File: src/rtl/sb_pkt_fifo_pkg.sv
// Shared entry layout and sizing helpers for the switchboard packet FIFO.
package sb_pkt_fifo_pkg;

   localparam int SB_DW      = 416;
   localparam int SB_DEST_W  = 32;
   localparam int SB_ENTRY_W = 1 + SB_DEST_W + SB_DW;

   typedef struct packed {
      logic                 last;
      logic [SB_DEST_W-1:0] dest;
      logic [SB_DW-1:0]     data;
   } sb_entry_t;

   // One extra MSB over the address lets full and empty be told apart.
   function automatic int sb_ptr_w(input int depth);
      return $clog2(depth) + 1;
   endfunction

   function automatic int sb_entry_w(input int dw);
      return 1 + SB_DEST_W + dw;
   endfunction

endpackage

File: src/rtl/sb_pkt_fifo_mem.sv
// DEPTH x W register array: synchronous write, asynchronous read, no reset.
module sb_pkt_fifo_mem
   import sb_pkt_fifo_pkg::*;
#(
   parameter int W     = SB_ENTRY_W,
   parameter int DEPTH = 4
) (
   input  logic                       clk_i,
   input  logic                       we_i,
   input  logic [$clog2(DEPTH)-1:0]   waddr_i,
   input  logic [W-1:0]               wdata_i,
   input  logic [$clog2(DEPTH)-1:0]   raddr_i,
   output logic [W-1:0]               rdata_o
);

   logic [W-1:0] mem_q [DEPTH];

   always_ff @(posedge clk_i) begin
      if (we_i) begin
         mem_q[waddr_i] <= wdata_i;
      end
   end

   assign rdata_o = mem_q[raddr_i];

endmodule

File: src/rtl/sb_pkt_fifo.sv
// Elastic buffer for the switchboard stream; 1-cycle latency, no bypass path.
// in_ready is registered (!full) and never depends on out_ready in the same cycle.
// SB_PKT_FIFO_STORE_FWD_EN holds out_valid until a whole packet is buffered.
module sb_pkt_fifo
   import sb_pkt_fifo_pkg::*;
#(
   parameter int DW    = SB_DW,
   parameter int DEPTH = 4
) (
   input  logic                         clk,
   input  logic                         nreset,
   input  logic [DW-1:0]                in_data,
   input  logic [SB_DEST_W-1:0]         in_dest,
   input  logic                         in_last,
   input  logic                         in_valid,
   output logic                         in_ready,
   output logic [DW-1:0]                out_data,
   output logic [SB_DEST_W-1:0]         out_dest,
   output logic                         out_last,
   output logic                         out_valid,
   input  logic                         out_ready,
   output logic [$clog2(DEPTH+1)-1:0]   count
);

   localparam int PW = sb_ptr_w(DEPTH);
   localparam int AW = PW - 1;
   localparam int CW = $clog2(DEPTH + 1);
   localparam int EW = sb_entry_w(DW);

   typedef struct packed {
      logic                 last;
      logic [SB_DEST_W-1:0] dest;
      logic [DW-1:0]        data;
   } entry_t;

   logic [PW-1:0] wr_ptr_q, wr_ptr_d;
   logic [PW-1:0] rd_ptr_q, rd_ptr_d;
   logic [CW-1:0] count_q, count_d;
   logic          in_ready_q, in_ready_d;
   logic          push, pop, empty, full;
   entry_t        wr_entry, rd_entry;

   assign empty = (wr_ptr_q == rd_ptr_q);
   assign full  = (wr_ptr_q[AW-1:0] == rd_ptr_q[AW-1:0]) && (wr_ptr_q[AW] != rd_ptr_q[AW]);
   assign push  = in_valid && in_ready_q;
   assign pop   = out_valid && out_ready;

   always_comb begin
      wr_ptr_d = wr_ptr_q + PW'(push);
      rd_ptr_d = rd_ptr_q + PW'(pop);
      count_d  = count_q;
      case ({push, pop})
         2'b10:   count_d = count_q + CW'(1);
         2'b01:   count_d = count_q - CW'(1);
         default: count_d = count_q;
      endcase
      // Ready is computed from next-state pointers so it can be registered.
      in_ready_d = !((wr_ptr_d[AW-1:0] == rd_ptr_d[AW-1:0]) && (wr_ptr_d[AW] != rd_ptr_d[AW]));
   end

   always_ff @(posedge clk) begin
      if (!nreset) begin
         wr_ptr_q   <= '0;
         rd_ptr_q   <= '0;
         count_q    <= '0;
         in_ready_q <= 1'b0;
      end else begin
         wr_ptr_q   <= wr_ptr_d;
         rd_ptr_q   <= rd_ptr_d;
         count_q    <= count_d;
         in_ready_q <= in_ready_d;
      end
   end

   assign wr_entry = {in_last, in_dest, in_data};

   sb_pkt_fifo_mem #(
      .W     (EW),
      .DEPTH (DEPTH)
   ) u_mem (
      .clk_i   (clk),
      .we_i    (push),
      .waddr_i (wr_ptr_q[AW-1:0]),
      .wdata_i (wr_entry),
      .raddr_i (rd_ptr_q[AW-1:0]),
      .rdata_o (rd_entry)
   );

`ifdef SB_PKT_FIFO_STORE_FWD_EN
   logic [CW-1:0] pkt_count_q, pkt_count_d;
   logic          push_eop, pop_eop;

   assign push_eop = push && in_last;
   assign pop_eop  = pop && rd_entry.last;

   always_comb begin
      pkt_count_d = pkt_count_q;
      if (push_eop && !pop_eop) begin
         pkt_count_d = pkt_count_q + CW'(1);
      end else if (pop_eop && !push_eop) begin
         pkt_count_d = pkt_count_q - CW'(1);
      end
   end

   always_ff @(posedge clk) begin
      if (!nreset) begin
         pkt_count_q <= '0;
      end else begin
         pkt_count_q <= pkt_count_d;
      end
   end

   // Full overrides the packet gate so packets longer than DEPTH still drain.
   assign out_valid = !empty && ((pkt_count_q != '0) || full);
`else
   assign out_valid = !empty;
`endif

   assign in_ready = in_ready_q;
   assign count    = count_q;
   assign out_data = rd_entry.data;
   assign out_dest = rd_entry.dest;
   assign out_last = rd_entry.last;

`ifndef SYNTHESIS
   a_no_push_full: assert property (@(posedge clk) disable iff (!nreset) !(push && full));
   a_count_max:    assert property (@(posedge clk) disable iff (!nreset) count_q <= CW'(DEPTH));
   a_stall_stable: assert property (@(posedge clk) disable iff (!nreset)
      (out_valid && !out_ready) |=> ($stable(out_data) && $stable(out_dest) && $stable(out_last)));
`endif

endmodule
File: config.mk
export PLATFORM = sky130hd
export DESIGN_NAME = sb_pkt_fifo
export DESIGN_NICKNAME = d
export VERILOG_FILES = /design/src/rtl/sb_pkt_fifo_pkg.sv /design/src/rtl/sb_pkt_fifo_mem.sv /design/src/rtl/sb_pkt_fifo.sv
export SDC_FILE = /design/constraint.sdc
export NUM_CORES = 1
export LEC_CHECK = 0
export CAP_MARGIN = 20
export CELL_PAD_IN_SITES_DETAIL_PLACEMENT = 1
export CELL_PAD_IN_SITES_GLOBAL_PLACEMENT = 2
export CORE_ASPECT_RATIO = 0.7
export CORE_MARGIN = 1.5
export CORE_UTILIZATION = 47
export DETAILED_ROUTE_END_ITERATION = 16
export PLACE_DENSITY = 0.93
export SLEW_MARGIN = 20
export SYNTH_ARGS = -nofsm -noshare
export SYNTH_HDL_FRONTEND = slang
export SYNTH_SLANG_ARGS = --single-unit
File: constraint.sdc
create_clock -name clk -period 69.4 [get_ports clk]
set_input_delay 13.88 -clock clk [delete_from_list [all_inputs] [get_ports clk]]
set_output_delay 13.88 -clock clk [all_outputs]
set_load 0.005 [all_outputs]
==> impl_results.md <==
- Max IR drop VDD: roughly 24 uV
- NumNets Final: 3870
- DR top layer: met5
- Avg Inst Size Synth: ~27 um^2
- Most used cell, CP: buf_4
- Final hold vios: 0
- Rel. slew slack: between 20% and 30%
- Chip Width: 449 um
- Worst hold-check path type: flop to flop
- Req. time, crit path: about 56 ns
- Endpoint type of the worst setup path: output port
- Flops & latches, synth: 1806
- Worst Path Buf+Inv: 5
- Share of cells above drive strength 1: 20.5%
- Sequential area share after synthesis: 82.9%
- First-pass GRT wire length: roughly 250000 um
- Clock Skew: 0.0249 ns
- Synth area leaders: edfxtp_1 83%, mux4_2 15%, buf_6 0.78%
- Status: complete, no violations
- Crit path DAT: roughly 6 ns
- Height of the die: 315 um
- Port bufs: 906
- CTS Buffer Depth: 3
- Final worst path period need: 19.86 ns
- CTS buffer count: between 150 and 200
- Setup Viol. Count Final: 0
- ANT nets after route: 0
- PD cells: 29.9 nW/um^2
- Count leader, synth: edfxtp_1
- Skew-Pair Late Insertion Delay: 0.79 ns
- Yosys top cell by area: edfxtp_1
- Resized cells post-CTS: 0
- Setup Crit Path Kind: flop to output port
- Placer congestion estimate: between 0.8 and 0.9
- CP max stage cell: buf_4
- Met3 wire length: ~12000 um
- Hold slack: 0.530 ns
- Synth Instances: 2393
- Clock tree from TritonCTS: yes
- CTS Root Buffer Type: clkbuf_16
- Fmax: 50.3 MHz
- Post-synth top cells: 1796 x edfxtp_1, 449 x mux4_2, 50 x buf_2
- RSZ-0062 raised after global routing: false
- CP Max Fanout: 45
- Clock sinks: between 1.5k and 2k
- Crit path largest cell delay: 0.84 ns
- Post-CTS Hold Fix Bufs: 0
- Yosys top cell area share: 82.6%
- Max-cap viol count: 0
- P_leak: 25.2 nW
- GR Overflow Total: 0
- Tcrit/Tclk final: 28.6%
- Fraction of registers with async set/reset: 0%
- Post-synth EDFFs: 1796
- Syn_nets: 2852
- Dominant synthesized flop cell: edfxtp_1
- DR WL/cell: roughly 32 um
- Drc violations: 0
- P&R area growth vs syn: 25.0%
- Routed vias/inst: 5.72
- H-tree Lvls: 4
- First-pass DRT Iterations: 5
- M1 WL: a little over 60000 um
- Slew @ Worst Pin: 1.08 ns
- Largest net degree at the start of global routing: 134
- Setup TNS: 0 ns
- Routed Wire Length: 175000 um
- Distinct cells, synth: 24
- Initial Util: 47.4%
- Worst-path cell chain: buf_4, buf_4, buf_4, buf_4, mux4_2, clkdlybuf4s50_1
- Hpwl dp: 110000 um
- Critical path launch point type: flop
- Synthesis Warnings: 0
- Core Box Area: 138000 um^2
- CP delay by family, top: buffers and inverters
- IO Count: 907
- Worst-path clk slew: around 0.060 ns
- Rows: 114
- Initial DRC Count: 2941
- DR vias: 31.0k
- Final slew viol count: 0
- Met2 routed WL: between 90000 and 100000 um
- Post-CTS setup buffer count: 0
- Die area: 141000 um^2
- Mapped cell area: approximately 65000 um^2
- FILL cells: 11.3k
- Vias in the first global route: 33.8k
- Antenna violations before repair: slightly below 50
- Overall routing resource usage: 24.6%
[cell families (layout without fill, tap and decap cells)]
group	Yosys count	count (layout)	share of synthesized area (%)
flops	1806	1806	82.9
other cells	0	36	0
mux	450	450	15.5
buf+inv	102	1247	1.21
xor+xnor	10	10	0.134
compound gates	3	3	0.0249
fa+ha+maj	6	6	0.126
simple gates	16	16	0.142
[power breakdown]
group | leakage [nW] | switching [W] | internal [W]
combinational | 6.27 | 0.000134 | 0.000173
sequential | 16.4 | 0.00000981 | 0.00123
clock | 2.54 | 0.000404 | 0.000491
[per-stage QoR]
stage	setup WS, ns	power [W]	utilization, %	area (um^2)	cells
5_1_grt	48.93	0.00250	59.2	81600	5422
2_1_floorplan	21.16	0.00142	-	65300	2393
6_report	49.54	0.00244	59.2	81600	5430
4_1_cts	49.25	0.00246	59.1	81600	5394
3_3_place_gp	50.25	0.00155	55.4	76300	5100
3_5_place_dp	50.22	0.00156	55.4	76300	5100
[layout make-up]
cell class	count	area, um^2	area share (%)
Inverter	2	7.51	0.00919
Clock buffer	201	4290	5.25
Antenna cell	36	90.1	0.110
Timing Repair Buffer	951	9460	11.6
Multi-Input combinational cell	485	10400	12.8
Clock inverter	93	927	1.14
Tap cell	1856	2320	2.84
Sequential cell	1806	54100	66.3
[cells in the final DEF (no fill, tap or decap), types with 5 or more instances in the layout]
cell type	n
clkinv_1	32
clkbuf_1	35
ha_1	5
diode_2	36
edfxtp_1	1796
mux4_2	449
xnor2_1	6
clkinv_2	28
inv_6	7
and2_1	7
buf_4	41
clkbuf_16	166
clkdlybuf4s50_1	906
bufinv_16	13
dfxtp_1	8
[metal layers]
layer | up-vias | track usage, %
li1 | 12577 | -
met1 | 16696 | 28.8
met2 | 1384 | 42.9
met3 | 365 | 6.38
met4 | 22 | 10.7
met5 | - | 0
[worst register-to-register path: cells and delay by family (launching register included)]
kind | cells | cell delay (ns)
DFF | 1 | 0.34
buffers and inverters | 4 | 2.81
and+or+nand+nor | 2 | 1.00
[sequential cells by signal, summed over array words and instances, names as in the netlist]
| signal | count |
|---|---|
| u_mem.mem_q | 1796 |
| count | 3 |
| rd_ptr_q | 3 |
| wr_ptr_q | 3 |
| in_ready | 1 |
[worst paths after layout]
kind         cells past startpoint             endpoint  slack [ns]        start
min                              2             count[2]        0.53     count[2]
max reg2reg                      6  u_mem.mem_q[3][228]       64.84     in_ready
max                              6        out_data[217]       49.54  rd_ptr_q[0]
min reg2reg                      2             count[2]        0.53     count[2]
Power figures use the tool's default switching activity.
